[src/rtl/junction_controller.sv]
// junction_controller: demand-actuated sequencer for a two-road junction.
// Rests on green for the last-served road, yields on opposing vehicle or
// pedestrian demand, and inserts an all-red walk phase when requested.
// Lamp encoding per road is {red, amber, green}.
module junction_controller #(
   parameter int MIN_GREEN = 4,
   parameter int MAX_GREEN = 10,
   parameter int AMBER     = 2,
   parameter int REDAMBER  = 1,
   parameter int ALLRED    = 1,
   parameter int WALK      = 5
) (
   input  logic       clk,
   input  logic       rst_n,
   input  logic       reqA,
   input  logic       reqB,
   input  logic       ped_req,
   output logic [2:0] lightsA,
   output logic [2:0] lightsB,
   output logic       ped_walk,
   output logic       ped_wait
);

   function automatic int pmax6(input int a, input int b, input int c,
                                input int d, input int e, input int f);
      int m;
      m = a;
      if (b > m) m = b;
      if (c > m) m = c;
      if (d > m) m = d;
      if (e > m) m = e;
      if (f > m) m = f;
      return m;
   endfunction

   localparam int PMAX = pmax6(MIN_GREEN, MAX_GREEN, AMBER, REDAMBER, ALLRED, WALK);
   localparam int CW   = $clog2(PMAX) + 1;

   localparam logic [CW-1:0] CNT_SAT   = CW'(PMAX - 1);
   localparam logic [CW-1:0] MING_M1   = CW'(MIN_GREEN - 1);
   localparam logic [CW-1:0] MAXG_M1   = CW'(MAX_GREEN - 1);
   localparam logic [CW-1:0] AMBER_M1  = CW'(AMBER - 1);
   localparam logic [CW-1:0] RA_M1     = CW'(REDAMBER - 1);
   localparam logic [CW-1:0] ALLRED_M1 = CW'(ALLRED - 1);
   localparam logic [CW-1:0] WALK_M1   = CW'(WALK - 1);

   localparam logic [2:0] L_RED = 3'b100;
   localparam logic [2:0] L_RA  = 3'b110;
   localparam logic [2:0] L_GRN = 3'b001;
   localparam logic [2:0] L_AMB = 3'b010;

   typedef enum logic [2:0] {
      ST_CLEAR,
      ST_RA_A,
      ST_GREEN_A,
      ST_AMBER_A,
      ST_RA_B,
      ST_GREEN_B,
      ST_AMBER_B,
      ST_WALK
   } state_t;

   state_t        state, state_n;
   logic [CW-1:0] cnt;
   logic          next_dir;   // 0 = road A, 1 = road B
   logic          dmdA, dmdB, ped_pend;
   logic          dmdA_n, dmdB_n, ped_pend_n;
   logic          min_ok, max_ok;

   // Phase counter holds at its ceiling so long rests never wrap.
   function automatic logic [CW-1:0] sat_inc(input logic [CW-1:0] v);
      return (v == CNT_SAT) ? v : v + 1'b1;
   endfunction

   function automatic logic [2:0] lamp_a(input state_t s);
      case (s)
         ST_RA_A:    return L_RA;
         ST_GREEN_A: return L_GRN;
         ST_AMBER_A: return L_AMB;
         default:    return L_RED;
      endcase
   endfunction

   function automatic logic [2:0] lamp_b(input state_t s);
      case (s)
         ST_RA_B:    return L_RA;
         ST_GREEN_B: return L_GRN;
         ST_AMBER_B: return L_AMB;
         default:    return L_RED;
      endcase
   endfunction

   // Next-state decode and demand latch updates; entry into a serving
   // state clears its demand and takes priority over a same-cycle request.
   always_comb begin
      state_n = state;
      min_ok  = (cnt >= MING_M1);
      max_ok  = (cnt >= MAXG_M1);
      case (state)
         ST_CLEAR:
            if (cnt == ALLRED_M1)
               state_n = ped_pend ? ST_WALK : (next_dir ? ST_RA_B : ST_RA_A);
         ST_WALK:
            if (cnt == WALK_M1)
               state_n = next_dir ? ST_RA_B : ST_RA_A;
         ST_RA_A:
            if (cnt == RA_M1) state_n = ST_GREEN_A;
         ST_RA_B:
            if (cnt == RA_M1) state_n = ST_GREEN_B;
         ST_GREEN_A:
            if (min_ok && (dmdB || ped_pend) && (!reqA || max_ok))
               state_n = ST_AMBER_A;
         ST_GREEN_B:
            if (min_ok && (dmdA || ped_pend) && (!reqB || max_ok))
               state_n = ST_AMBER_B;
         ST_AMBER_A:
            if (cnt == AMBER_M1) state_n = ST_CLEAR;
         ST_AMBER_B:
            if (cnt == AMBER_M1) state_n = ST_CLEAR;
         default:
            state_n = ST_CLEAR;
      endcase

      dmdA_n = dmdA | (reqA && (state != ST_GREEN_A));
      if (state_n == ST_GREEN_A && state != ST_GREEN_A) dmdA_n = 1'b0;

      dmdB_n = dmdB | (reqB && (state != ST_GREEN_B));
      if (state_n == ST_GREEN_B && state != ST_GREEN_B) dmdB_n = 1'b0;

      ped_pend_n = ped_pend | (ped_req && (state != ST_WALK));
      if (state_n == ST_WALK && state != ST_WALK) ped_pend_n = 1'b0;
   end

   // State, counter, demand latches and lamp outputs registered together.
   always_ff @(posedge clk or negedge rst_n) begin
      if (!rst_n) begin
         state    <= ST_CLEAR;
         cnt      <= '0;
         next_dir <= 1'b0;
         dmdA     <= 1'b0;
         dmdB     <= 1'b0;
         ped_pend <= 1'b0;
         lightsA  <= L_RED;
         lightsB  <= L_RED;
         ped_walk <= 1'b0;
         ped_wait <= 1'b0;
      end else begin
         state    <= state_n;
         cnt      <= (state_n != state) ? '0 : sat_inc(cnt);
         if (state == ST_AMBER_A && state_n == ST_CLEAR) next_dir <= 1'b1;
         if (state == ST_AMBER_B && state_n == ST_CLEAR) next_dir <= 1'b0;
         dmdA     <= dmdA_n;
         dmdB     <= dmdB_n;
         ped_pend <= ped_pend_n;
         lightsA  <= lamp_a(state_n);
         lightsB  <= lamp_b(state_n);
         ped_walk <= (state_n == ST_WALK);
         ped_wait <= ped_pend_n;
      end
   end

endmodule
[config.mk]
export PLATFORM = sky130hd
export DESIGN_NAME = junction_controller
export DESIGN_NICKNAME = d
export VERILOG_FILES = /design/src/rtl/junction_controller.sv
export SDC_FILE = /design/constraint.sdc
export NUM_CORES = 1
export LEC_CHECK = 0
export CAP_MARGIN = 10
export CORE_MARGIN = 10
export CORE_UTILIZATION = 50
export DETAILED_ROUTE_END_ITERATION = 8
export GPL_ROUTABILITY_DRIVEN = 0
export MAX_ROUTING_LAYER = met4
export PLACE_DENSITY = 0.72
export SLEW_MARGIN = 20
export SYNTH_ARGS = -nofsm -noshare
export SYNTH_HDL_FRONTEND = slang
export SYNTH_SLANG_ARGS = --single-unit
export TNS_END_PERCENT = 1
[constraint.sdc]
create_clock -name clk -period 3.6 [get_ports clk]
set_clock_uncertainty 0.2 [all_clocks]
set_input_delay 0.54 -clock clk [delete_from_list [all_inputs] [get_ports clk]]
set_output_delay 0.54 -clock clk [all_outputs]
set_load 0.02 [all_outputs]
==> results.toml <==
[floorplan]
die_w_um = 69.1
die_h_um = 69.1
rows = 17
die-area_um2 = 4780
start_util_pct = 53.5
core-area_um2 = 2250
num_io_pins = 13

[worst_setup_path]
start_kind = "register"
critPathKind = "reg2reg"
path_buf_inv = 2
slowest_stage = "o41a_1"
cp.arrival_ns = 2.52
r2r_cells = 8
cp_num_cells = 8
cp_top_family = "simple AND/OR/NAND/NOR gates"
crit_top_cell = "inv_1"
path_max_fanout = 5
critical_path.cell_chain = "inv_1 > ha_1 > o41a_1 > or3b_1 > nand4_1 > and2_1 > inv_1 > nor3_1"
endpoint_kind = "register"
critPathRequiredTime_ns = 3.61
cpPeakStageDelay_ns = 0.44

[place]
dp_hpwl_um = 1850
port_buffers = 12
dp.cells = 148

[grt]
grt_pass1_vias = 875
grt_first_pass_wirelength_um = 4280
antenna_found_initial = 0
grt_max_degree = 20
track_usage_pct = 10.9
overflow = 0

[sta]
hold_viol = 0
tns_ns = 0
finalCritPeriodShare_pct = 69.8
worst_slew_pin_slew_ns = 0.847
max_freq_ghz = 0.398
fin_crit_ns = 2.51
slew_headroom_pct = 43.3
setup_violations = 0
rsz0062_at_grt = "no"
holdWs_ns = 0.385
maxSlewViolCount = 0

[final_layout]
fin_nets = 133
n_fill_cell = 212
final_layout_size_suffix_gt1_share_pct = 16.1
insertedDiodeCount = 0
syn2layout_area_growth_pct = 11.3
layoutNonFillerInstCount = 152

[yosys]
syn-num-nets = 121
yosysWarnings = 0
yosysUniqueCellTypes = 47
netlist_top_cells_count = "dfrtp_1 (17), inv_1 (9), nor2_1 (9)"
seq_area_frac_synth_pct = 39.6
yosys.area_share.adder_pct = 3.11
synth_area_leaders = "dfrtp_1 (35%), nor4b_2 (5.0%), dfstp_2 (4.4%)"
synth_area_leader_cell = "dfrtp_1"
syn_inst = 113
yosys.cell_count.top_type = "dfrtp_1"
synth_edf_count = 0
yosys_register_bits = 19
ys.flop_type = "dfrtp_1"
synth.area.mux_share_pct = 2.49
async_flop_share_pct = 100
synth_top_family_by_area = "simple AND/OR/NAND/NOR gates"
syn_area_per_cell_um2 = 10.7
synth_xor_area_share_pct = 2.18
synth_compound_area_share_pct = 19.2
netlist_area_um2 = 1210
netlist.area_leader.share_pct = 35.3
synthSimpleGateAreaFrac_pct = 26.8

[clock_tree]
clk_pin_slew_worst_paths_ns = 0.11
cts-hold-fix-buffers = 0
cts.sinks = 19
cts-root-buf = "clkbuf_4"
cts_buffers = 3
cts_tree = "yes"
clockBufferDepth = 2
cts_setup_buffers = 0
clock_latency_ns = 0.29
htreeDepth = 1
post_cts_resized = 0

[power]
power.share.switching_pct = 45.9
power.switching_w = 0.000559
peakVddDrop_uv = 521
p_int_w = 0.000660
seq_power_share_pct = 32.7
p_comb_share_pct = 58.6
finalPower_w = 0.00122
cellLeakagePower_nw = 0.543
power_density_nw_per_um2 = 908
clock_power_share_pct = 8.7

[detailed_routing]
drc = 0
wire_per_inst_um = 16.3
vias_per_cell = 6.10
ant_nets = 0
wl_um = 2470
via_count = 927
drt_pass1_iterations = 4
dr.first_iter.drc_count = 68

[hold_path]
hold_path_depth = 2
hp-class = "reg2reg"

[run]
cap_viol_max_count = 0

[outcome]
status = "complete, no violations"
placed cells by master (no fill, tap or decap), types with 2 or more instances in the layout:
cell / Yosys / routed
ha_1: 3 / 3
a31oi_1: 3 / 3
mux2i_1: 3 / 3
nor3_1: 5 / 5
inv_1: 9 / 9
dfstp_2: 2 / 2
dfrtp_1: 17 / 17
xnor2_1: 2 / 2
nor2_1: 9 / 9
clkbuf_4: 1 / 3
and3_1: 2 / 2
and4bb_2: 2 / 2
nand3_1: 3 / 3
a21oi_1: 7 / 7
nor4b_2: 4 / 4
clkdlybuf4s50_1: 0 / 12
nand2_1: 4 / 4
nor2b_1: 3 / 3
a22oi_1: 2 / 2
and2_1: 2 / 2
metrics by stage:
stage / utilization (%) / area [um^2] / setup WS [ns]
floorplan: - / 1210 / 1.29
global placement: 58.3 / 1320 / 1.13
detailed placement: 58.3 / 1320 / 1.13
CTS: 59.5 / 1340 / 1.07
global route: 59.5 / 1340 / 0.844
finish: 59.5 / 1340 / 1.09
sequential cells by signal, indices dropped and copies added (netlist names):
register and flops:
dmdB 1, lightsB 3, dmdA 1, cnt 5, lightsA 3, ped_pend 1, state 3, next_dir 1
ped_walk 1
metal layers:
layer,vias up,GRT usage (%),share of wire (%)
met5,-,-,0
met4,0,3.99,1.6
met3,5,2.57,7.3
met2,36,14.7,43
met1,441,15.1,48
li1,445,-,-
path summary, 6_finish.rpt:
path	startpoint	endpoint	slack, ns
max	cnt[1]	lightsB[0]	1.09
min in group asynchronous	rst_n	cnt[1]	0.52
min reg2reg	dmdB	dmdB	0.39
max reg2reg	cnt[1]	lightsB[0]	1.09
max in group asynchronous	rst_n	state[1]	2.16
min	dmdB	dmdB	0.39
worst min-delay path: stages, from the launching register on:
cell	delay (ns)
dfrtp_1	0.37
a21oi_1	0.04
a21oi_1	0.13
cells by family after synthesis:
logic type,Yosys count
and+or+nand+nor,44
AOI/OAI and AO/OA,27
DFF,19
buffers and inverters,14
xor gates and xnor gates,3
muxes,3
adders and majority gates,3
cell type report:
cell class	instances	area, um^2	area share (%)
clock buffer	3	22.5	1.68
clock inverter	1	5.00	0.373
inverter	9	33.8	2.52
multi-input combinational	80	648	48.3
sequential	19	478	35.6
tap	28	35.0	2.61
timing repair buffer	12	120	8.95
power groups by stage:
stage	sequential (W)	clock, W	combinational [W]
after floorplan	0.000390	0	0.000561
after global placement	0.000399	0	0.000704
after detailed placement	0.000403	0	0.000711
after CTS	0.000398	0.000112	0.000716
after global routing	0.000414	0.000126	0.000791
final	0.000399	0.000107	0.000714
Power figures use the tool's default switching activity.
